$ cat config.mk
export PLATFORM = sky130hd
export DESIGN_NAME = sequence_generator
export DESIGN_NICKNAME = d
export VERILOG_FILES = /design/src/rtl/sequence_generator_pkg.sv /design/src/rtl/sequence_generator_lfsr16.sv /design/src/rtl/sequence_generator.sv
export SDC_FILE = /design/constraint.sdc
export NUM_CORES = 1
export LEC_CHECK = 0
export BUFFER_PORTS_ARGS = -buffer_cell sky130_fd_sc_hd__buf_4
export CORE_UTILIZATION = 56
export DETAILED_ROUTE_END_ITERATION = 10
export GPL_ROUTABILITY_DRIVEN = 0
export PLACE_DENSITY_LB_ADDON = 0.1
export REMOVE_ABC_BUFFERS = 1
export SETUP_SLACK_MARGIN = 0.4
export SYNTH_ARGS = -nofsm -noshare
export SYNTH_HDL_FRONTEND = slang
export SYNTH_SLANG_ARGS = --single-unit
export TNS_END_PERCENT = 5
$ cat constraint.sdc
create_clock -name Clk -period 2.6 [get_ports Clk]
set_input_delay 0.78 -clock Clk [delete_from_list [all_inputs] [get_ports Clk]]
set_output_delay 0.78 -clock Clk [all_outputs]
set_load 0.01 [all_outputs]
$ cat src/rtl/sequence_generator_pkg.sv
// rtl/sequence_generator_pkg.sv - shared constants for the sequence generator
//
// Purpose: FSM state encodings, sequence length, LFSR seed/taps and the
//          per-difficulty maximum digit, plus the difficulty decode helper.
// Ports:   none (package).
package sequence_generator_pkg;

    localparam logic [1:0] ST_IDLE = 2'd0;
    localparam logic [1:0] ST_GEN  = 2'd1;
    localparam logic [1:0] ST_DONE = 2'd2;

    localparam int SEQ_LEN = 32;

    localparam logic [15:0] LFSR_SEED = 16'hACE1;
    // x^16 + x^14 + x^13 + x^11 + 1 -> state bits 15, 13, 12, 10
    localparam logic [15:0] LFSR_TAPS = 16'hB400;

    localparam logic [3:0] MAX_EASY = 4'd4;
    localparam logic [3:0] MAX_MED  = 4'd6;
    localparam logic [3:0] MAX_HARD = 4'd9;

    // 00 is not a legal difficulty; it falls back to easy.
    function automatic logic [3:0] diff_to_max(input logic [1:0] diff);
        logic [3:0] max_val;
        case (diff)
            2'b10:   max_val = MAX_MED;
            2'b11:   max_val = MAX_HARD;
            default: max_val = MAX_EASY;
        endcase
        return max_val;
    endfunction

endpackage

$ cat src/rtl/sequence_generator_lfsr16.sv
// rtl/sequence_generator_lfsr16.sv - free-running 16-bit Fibonacci LFSR
//
// Purpose: advances every clock from reset release; only reset reloads the seed.
// Ports:   Clk   - clock, rising edge
//          Rst   - asynchronous active-low reset (loads LFSR_SEED)
//          State - current 16-bit LFSR state
module lfsr16
    import sequence_generator_pkg::*;
(
    input  logic        Clk,
    input  logic        Rst,
    output logic [15:0] State
);

    logic [15:0] state_q;
    logic [15:0] state_d;
    logic        feedback;

    assign feedback = ^(state_q & LFSR_TAPS);
    assign state_d  = {state_q[14:0], feedback};

    always_ff @(posedge Clk or negedge Rst) begin
        if (!Rst) begin
            state_q <= LFSR_SEED;
        end else begin
            state_q <= state_d;
        end
    end

    assign State = state_q;

endmodule

$ cat src/rtl/sequence_generator.sv
// rtl/sequence_generator.sv - fills the sequence RAM with 32 random digits
//
// Purpose: draws candidate digits from an LFSR, keeps those in 1..max for the
//          latched difficulty, and writes them to ascending RAM addresses.
// Ports:   Clk    - clock, rising edge
//          Rst    - asynchronous active-low reset
//          GoGen  - one-cycle (re)generate request
//          Diff   - difficulty (01 easy, 10 medium, 11 hard, 00 = easy)
//          FinGen - sequence RAM holds a complete sequence
//          WrEn   - RAM write strobe, one cycle per digit
//          WrAddr - RAM write address
//          WrData - RAM write data (digit)
module sequence_generator
    import sequence_generator_pkg::*;
(
    input  logic       Clk,
    input  logic       Rst,
    input  logic       GoGen,
    input  logic [1:0] Diff,
    output logic       FinGen,
    output logic       WrEn,
    output logic [4:0] WrAddr,
    output logic [3:0] WrData
);

    logic [15:0] lfsr_state;
    logic [11:0] lfsr_unused;
    logic [3:0]  candidate;
    logic        accept;

    logic [1:0]  state_q,   state_d;
    logic [4:0]  cnt_q,     cnt_d;
    logic [3:0]  max_q,     max_d;
    logic        fin_q,     fin_d;
    logic        wr_en_q,   wr_en_d;
    logic [4:0]  wr_addr_q, wr_addr_d;
    logic [3:0]  wr_data_q, wr_data_d;

    lfsr16 u_lfsr (
        .Clk   (Clk),
        .Rst   (Rst),
        .State (lfsr_state)
    );

    assign candidate   = lfsr_state[3:0];
    assign lfsr_unused = lfsr_state[15:4];
    assign accept      = (candidate != 4'd0) && (candidate <= max_q);

    always_comb begin
        state_d   = state_q;
        cnt_d     = cnt_q;
        max_d     = max_q;
        fin_d     = 1'b0;
        wr_en_d   = 1'b0;
        wr_addr_d = wr_addr_q;
        wr_data_d = wr_data_q;

        case (state_q)
            ST_IDLE: begin
                if (GoGen) begin
                    max_d   = diff_to_max(Diff);
                    cnt_d   = 5'd0;
                    state_d = ST_GEN;
                end
            end
            ST_GEN: begin
                // A restart request wins over this cycle's accept decision.
                if (GoGen) begin
                    max_d = diff_to_max(Diff);
                    cnt_d = 5'd0;
                end else if (accept) begin
                    wr_en_d   = 1'b1;
                    wr_addr_d = cnt_q;
                    wr_data_d = candidate;
                    cnt_d     = cnt_q + 5'd1;
                    if (cnt_q == 5'(SEQ_LEN - 1)) begin
                        state_d = ST_DONE;
                    end
                end
            end
            ST_DONE: begin
                if (GoGen) begin
                    max_d   = diff_to_max(Diff);
                    cnt_d   = 5'd0;
                    state_d = ST_GEN;
                end else begin
                    fin_d = 1'b1;
                end
            end
            default: begin
                state_d = ST_IDLE;
            end
        endcase
    end

    always_ff @(posedge Clk or negedge Rst) begin
        if (!Rst) begin
            state_q   <= ST_IDLE;
            cnt_q     <= 5'd0;
            max_q     <= MAX_EASY;
            fin_q     <= 1'b0;
            wr_en_q   <= 1'b0;
            wr_addr_q <= 5'd0;
            wr_data_q <= 4'd0;
        end else begin
            state_q   <= state_d;
            cnt_q     <= cnt_d;
            max_q     <= max_d;
            fin_q     <= fin_d;
            wr_en_q   <= wr_en_d;
            wr_addr_q <= wr_addr_d;
            wr_data_q <= wr_data_d;
        end
    end

    assign FinGen = fin_q;
    assign WrEn   = wr_en_q;
    assign WrAddr = wr_addr_q;
    assign WrData = wr_data_q;

endmodule

# Word level (Yosys, flattened, before mapping)
# Index checks and enable logic that the tools add are counted.
dict set report totals {
  reg_bits 38
  latchBits 0
  ram_bits 0
  rom_bits 0
  in_bits 5
  memories 0
}
dict set report classes {
  n_addsub 1
  mul 0
  div_mod_pow 0
  order_cmp 1
  n_eq_ne 10
  shifts 0
  mux 15
  bitwise_logic 1
  reduce_logical 11
}
# operator n
set op_table {}
lappend op_table {{16-bit XOR reduction} 1}
lappend op_table {{5-bit two-way mux} 3}
lappend op_table {{5-bit one-hot mux with 2 select lines} 1}
lappend op_table {{2-bit two-way mux} 4}
lappend op_table {{4-bit one-hot mux with 2 select lines} 1}
lappend op_table {{2-bit == test (second input constant)} 3}
lappend op_table {{2-bit != test (second input constant)} 3}
lappend op_table {{3-bit AND reduction} 2}
lappend op_table {{5-bit by 1-bit adder with 5-bit output (second input constant)} 1}
lappend op_table {{5-bit == test (second input constant)} 1}
lappend op_table {{1-bit two-way mux} 5}
lappend op_table {{4-bit less-or-equal comparator} 1}
lappend op_table {{2-bit one-hot mux with 2 select lines} 1}
lappend op_table {{4-bit AND reduction} 1}
lappend op_table {{4-bit nonzero test} 1}
lappend op_table {{3-bit != test (second input constant)} 1}
lappend op_table {{3-bit OR reduction} 1}
lappend op_table {{2-bit by 1-bit == test with 1-bit output (second input constant)} 1}
lappend op_table {{2-bit logical NOT} 1}
lappend op_table {{2-bit by 1-bit != test with 1-bit output (second input constant)} 1}
lappend op_table {{2-bit AND reduction} 1}
lappend op_table {{2-bit nonzero test} 1}
lappend op_table {{2-bit OR reduction} 1}
lappend op_table {{1-bit logical AND} 1}
lappend op_table {{1-bit NOT} 1}

# Depth between registers and ports, before layout
dict set report logic_depth {
  word_depth 5
  mapped_depth 8
}

# By module
# Synthesis repeated with hierarchy kept, for this count alone.
dict set report hier_totals {
  cells_unflattened 96
  area_unflattened_um2 1442.6
}
# mod instances cells_each area_per_inst_um2 seq_area_each_um2
set by_module_without_submodules {}
lappend by_module_without_submodules {sequence_generator 1 77 1006.0 526.8}
lappend by_module_without_submodules {lfsr16 1 19 436.7 410.4}

# Worst setup path after synthesis
# OpenSTA, ideal clock, no wires.
dict set report synth_path {
  path_kind {register to register}
  start {register u_lfsr.state_q[1], in the netlist u_lfsr.State[1]}
  end {register wr_addr_q[0], in the netlist WrAddr[0]}
  arrival_time_ps 1961
  t_required_ps 2475
  setup_slack_ps 513
  path_stages_with_launch 8
  n_path_buf 1
  period_less_slack_ps 2087
  cell_sequence {dfrtp_1 > ha_1 > nor2b_4 > o2111a_1 > nor4b_2 > nand2_2 > buf_6 > mux2_4}
}
dict set report synth_via {
  elab_chain_len 3
}
# element line
set synth_lines {}
lappend synth_lines {{from (decl)} sequence_generator_lfsr16.sv:15} ;# logic [15:0] state_q;
lappend synth_lines {{from (signal assigned)} sequence_generator_lfsr16.sv:26} ;# state_q <= state_d;
lappend synth_lines {{4-bit less-or-equal comparator or 4-bit nonzero test (tied branches)} sequence_generator.sv:47} ;# assign accept = (candidate != 4'd0) && (candidate <= max_q);
lappend synth_lines {{1-bit logical AND *} sequence_generator.sv:47}
lappend synth_lines {{3-bit AND reduction (no source line) *} -}
lappend synth_lines {{to (signal assigned)} sequence_generator.sv:111} ;# wr_addr_q <= wr_addr_d;
lappend synth_lines {{to (decl)} sequence_generator.sv:36} ;# logic [4:0] wr_addr_q, wr_addr_d;
# Every way passes the cells marked *; elsewhere a longest branch is shown, timed or not.
# A chain may end at the register's enable or synchronous reset.

# Worst setup path in the final report
dict set report layout_path {
  start {register max_q[0]}
  end {register wr_data_q[0], in the netlist WrData[0]}
}
dict set report layout_via {
  elab_chain_len 3
}
# element line
set layout_lines {}
lappend layout_lines {{from (decl)} sequence_generator.sv:33} ;# logic [3:0] max_q, max_d;
lappend layout_lines {{from (signal assigned)} sequence_generator.sv:108} ;# max_q <= max_d;
lappend layout_lines {{4-bit less-or-equal comparator} sequence_generator.sv:47}
lappend layout_lines {{1-bit logical AND} sequence_generator.sv:47}
lappend layout_lines {{3-bit AND reduction (no source line)} -}
lappend layout_lines {{to (signal assigned)} sequence_generator.sv:112} ;# wr_data_q <= wr_data_d;
lappend layout_lines {{to (decl)} sequence_generator.sv:37} ;# logic [3:0] wr_data_q, wr_data_d;
# Every way passes these cells.

==> impl_metrics.env <==
export IMPL_crit_family="simple AND/OR/NAND/NOR gates"
export IMPL_synthTopCellsByCount="dfrtp_1 (28), inv_1 (10), dfstp_2 (9)"
export IMPL_track_usage_pct=21.36
export IMPL_tns_ps=0
export IMPL_yosysWarningCount=0
export IMPL_synth_most_common_cell="dfrtp_1"
export IMPL_rows=18
export IMPL_dieHeight_um=53.39
export IMPL_fin_crit_sh_pct=84.41
export IMPL_critPathRequiredTime_ps=2840
export IMPL_grt_pass1_wl_um=3912
export IMPL_antenna_cells=0
export IMPL_place_hpwl_um=1732
export IMPL_rr_worst_depth=7
export IMPL_synth_avg_cell_area_um2=13.82
export IMPL_ant_nets=0
export IMPL_ios=16
export IMPL_clk_pin_slew_ps=110
export IMPL_cts_root_buf="clkbuf_4"
export IMPL_hold_buffers=0
export IMPL_tightest_slew_ps=682.8
export IMPL_net_switching_power_uw=212.4
export IMPL_dieArea_mm2=0.002850
export IMPL_syn_inst=107
export IMPL_overflow=0
export IMPL_min_period_ps=2195
export IMPL_initial_core_util_pct=59.70
export IMPL_ys_ff_latch=37
export IMPL_vias=886
export IMPL_port_buffers=15
export IMPL_maxCapViolCount=0
export IMPL_layout_drive_gt1_share_pct=40.91
export IMPL_fin_nets=142
export IMPL_cts_buffers=5
export IMPL_clkSinkCount=37
export IMPL_vias_per_cell=5.469
export IMPL_drt_iter0_markers=11
export IMPL_power_total_uw=1040
export IMPL_rrSetupSlack_ps=410
export IMPL_crit_type="flip-flop to flip-flop"
export IMPL_powerDensity_mw_per_mm2=581.9
export IMPL_netSwitchingFraction_pct=20.43
export IMPL_hold_class="input port to async pin"
export IMPL_synth_area_mm2=0.001479
export IMPL_fmax_mhz=455.6
export IMPL_drv_slew=0
export IMPL_p_leak_uw=0.0009072
export IMPL_grt_antenna_before_repair=0
export IMPL_crit_chain="inv_1 > ha_1 > a21oi_2 > a41oi_2 > nor4b_4 > nand2_2 > mux2_4"
export IMPL_grt_pass1_vias=820
export IMPL_clk_latency_ps=350
export IMPL_cp_slowest_stage_delay_ps=430
export IMPL_die_width_um=53.39
export IMPL_combPwrFrac_pct=4.4
export IMPL_seq_area_frac_synth_pct=63.37
export IMPL_finalSetupViolCount=0
export IMPL_yosys_area_top_type="dfrtp_1"
export IMPL_crit_fanout=6
export IMPL_cp_num_buf_inv=1
export IMPL_async_flop_share_pct=100.0
export IMPL_synthTopCellsByArea="dfrtp_1 (47%), dfstp_2 (16%), mux2_4 (6.1%)"
export IMPL_clk_path_buf_depth=2
export IMPL_synth_edff_count=0
export IMPL_cts_tree="done"
export IMPL_wl_per_cell_um=16.51
export IMPL_critPathCaptureType="flip-flop"
export IMPL_r2r_end="WrData[0]"
export IMPL_hold_violations=0
export IMPL_crit_arrival_ps=2440
export IMPL_status="finished, final reports clean"
export IMPL_fin_skew_ps=6.247
export IMPL_clock_power_share_pct=39.6
export IMPL_routed_wl_um=2674
export IMPL_slowest_stage="dfrtp_1"
export IMPL_seqPwrFrac_pct=56.1
export IMPL_firstDrtPassIters=4
export IMPL_rsz0062_at_grt="false"
export IMPL_max_slew_margin_pct=54.06
export IMPL_synth_flop_cell="dfrtp_1"
export IMPL_synth_top_cell_area_share_pct=47.38
export IMPL_regToRegStartpoint="max_q[0]"
export IMPL_ir_drop_mv=0.4492
export IMPL_grt_max_degree=38
export IMPL_fp_coreArea_mm2=0.002477
export IMPL_syn_to_final_growth_pct=20.81
export IMPL_cp_start_kind="flip-flop"
export IMPL_ys_types=32
export IMPL_drc=0
export IMPL_htree_levels=2
export IMPL_intPower_uw=827.2
export IMPL_final_util_pct=72.12
==> per-layer routing <==
layer	up-vias	part of all wire (%)	track usage, %
li1	428	-	-
met1	435	44	25.61
met3	7	4.8	9.483
met2	16	49	32.29
met5	-	0	0
met4	0	1.9	10.53
==> layout make-up <==
class                   count  area [µm²]
clock buffers               7       55.05
clock inverters             1       30.03
repair buffers             19       142.6
inverters                  10       37.54
fillers                   168       690.7
well taps                  30       37.54
flip-flops and latches     37       937.1
multi-input cells          58       546.8
==> per-stage QoR <==
stage          instances  setup slack (ps)  area, µm²  hold slack [ps]
3_3_place_gp         150             430.9       1618            336.7
6_report             162             405.2       1787            361.8
4_1_cts              158             405.6       1717            362.9
5_1_grt              162             341.2       1787            375.0
2_1_floorplan        104             509.7       1460            331.2
3_5_place_dp         150             325.5       1618            343.8
==> sequential cells by signal, summed over array words and instances (netlist names) <==
name	cells
state_q	2
max_q	3
WrAddr	5
FinGen	1
u_lfsr.State	16
cnt_q	5
WrData	4
WrEn	1
==> power by group through the flow <==
stage          sequential [µW]  combinational, µW  clock, µW
3_5_place_dp               593               39.7          0
6_report                   583               45.4        411
3_3_place_gp               593               37.3          0
2_1_floorplan              593               18.2          0
4_1_cts                    582               40.3        423
5_1_grt                    584               51.2        444
==> repair_timing <==
| item | CTS | global route |
|---|---|---|
| endpoints found under the setup margin | 9 | 10 |
| gates cloned | 0 | 1 |
| buffers inserted | 0 | 3 |
| resized for setup | 2 | 7 |
| pin swaps | 1 | 3 |
==> kinds of logic after synthesis <==
family | synth area share, %
and+or+nand+nor | 9.222
xor gates and xnor gates | 1.777
adders and majority gates | 5.076
DFF | 63.37
muxes | 9.053
buffers and inverters | 3.808
AOI/OAI and AO/OA | 7.700
==> cells in the final DEF (no fill, tap or decap), drive strengths merged, types with 3 or more instances in the layout <==
master  instances
dfstp           9
clkbuf          7
buf            19
mux2            9
inv            10
nor3            3
a32o            4
nand2           8
dfrtp          28
ha              6
==> how the worst max path moves through the flow <==
| stage | startpoint | endpoint | depth (start not counted) |
|---|---|---|---|
| after floorplan | u_lfsr.State[1] | WrAddr[0] | 6 |
| after global placement | u_lfsr.State[1] | WrData[1] | 6 |
| after detailed placement | u_lfsr.State[1] | WrData[1] | 6 |
| after CTS | u_lfsr.State[1] | WrData[1] | 6 |
| after global routing | max_q[0] | WrData[0] | 7 |
| final | max_q[0] | WrData[0] | 7 |
==> worst reg2reg max path, cell delays in order (launching register included) <==
cell     delay [ps]
dfrtp_1         430
inv_1            80
ha_1            330
a21oi_2         190
a41oi_2          80
nor4b_4         430
nand2_2         200
mux2_4          340
Power figures use the tool's default switching activity.
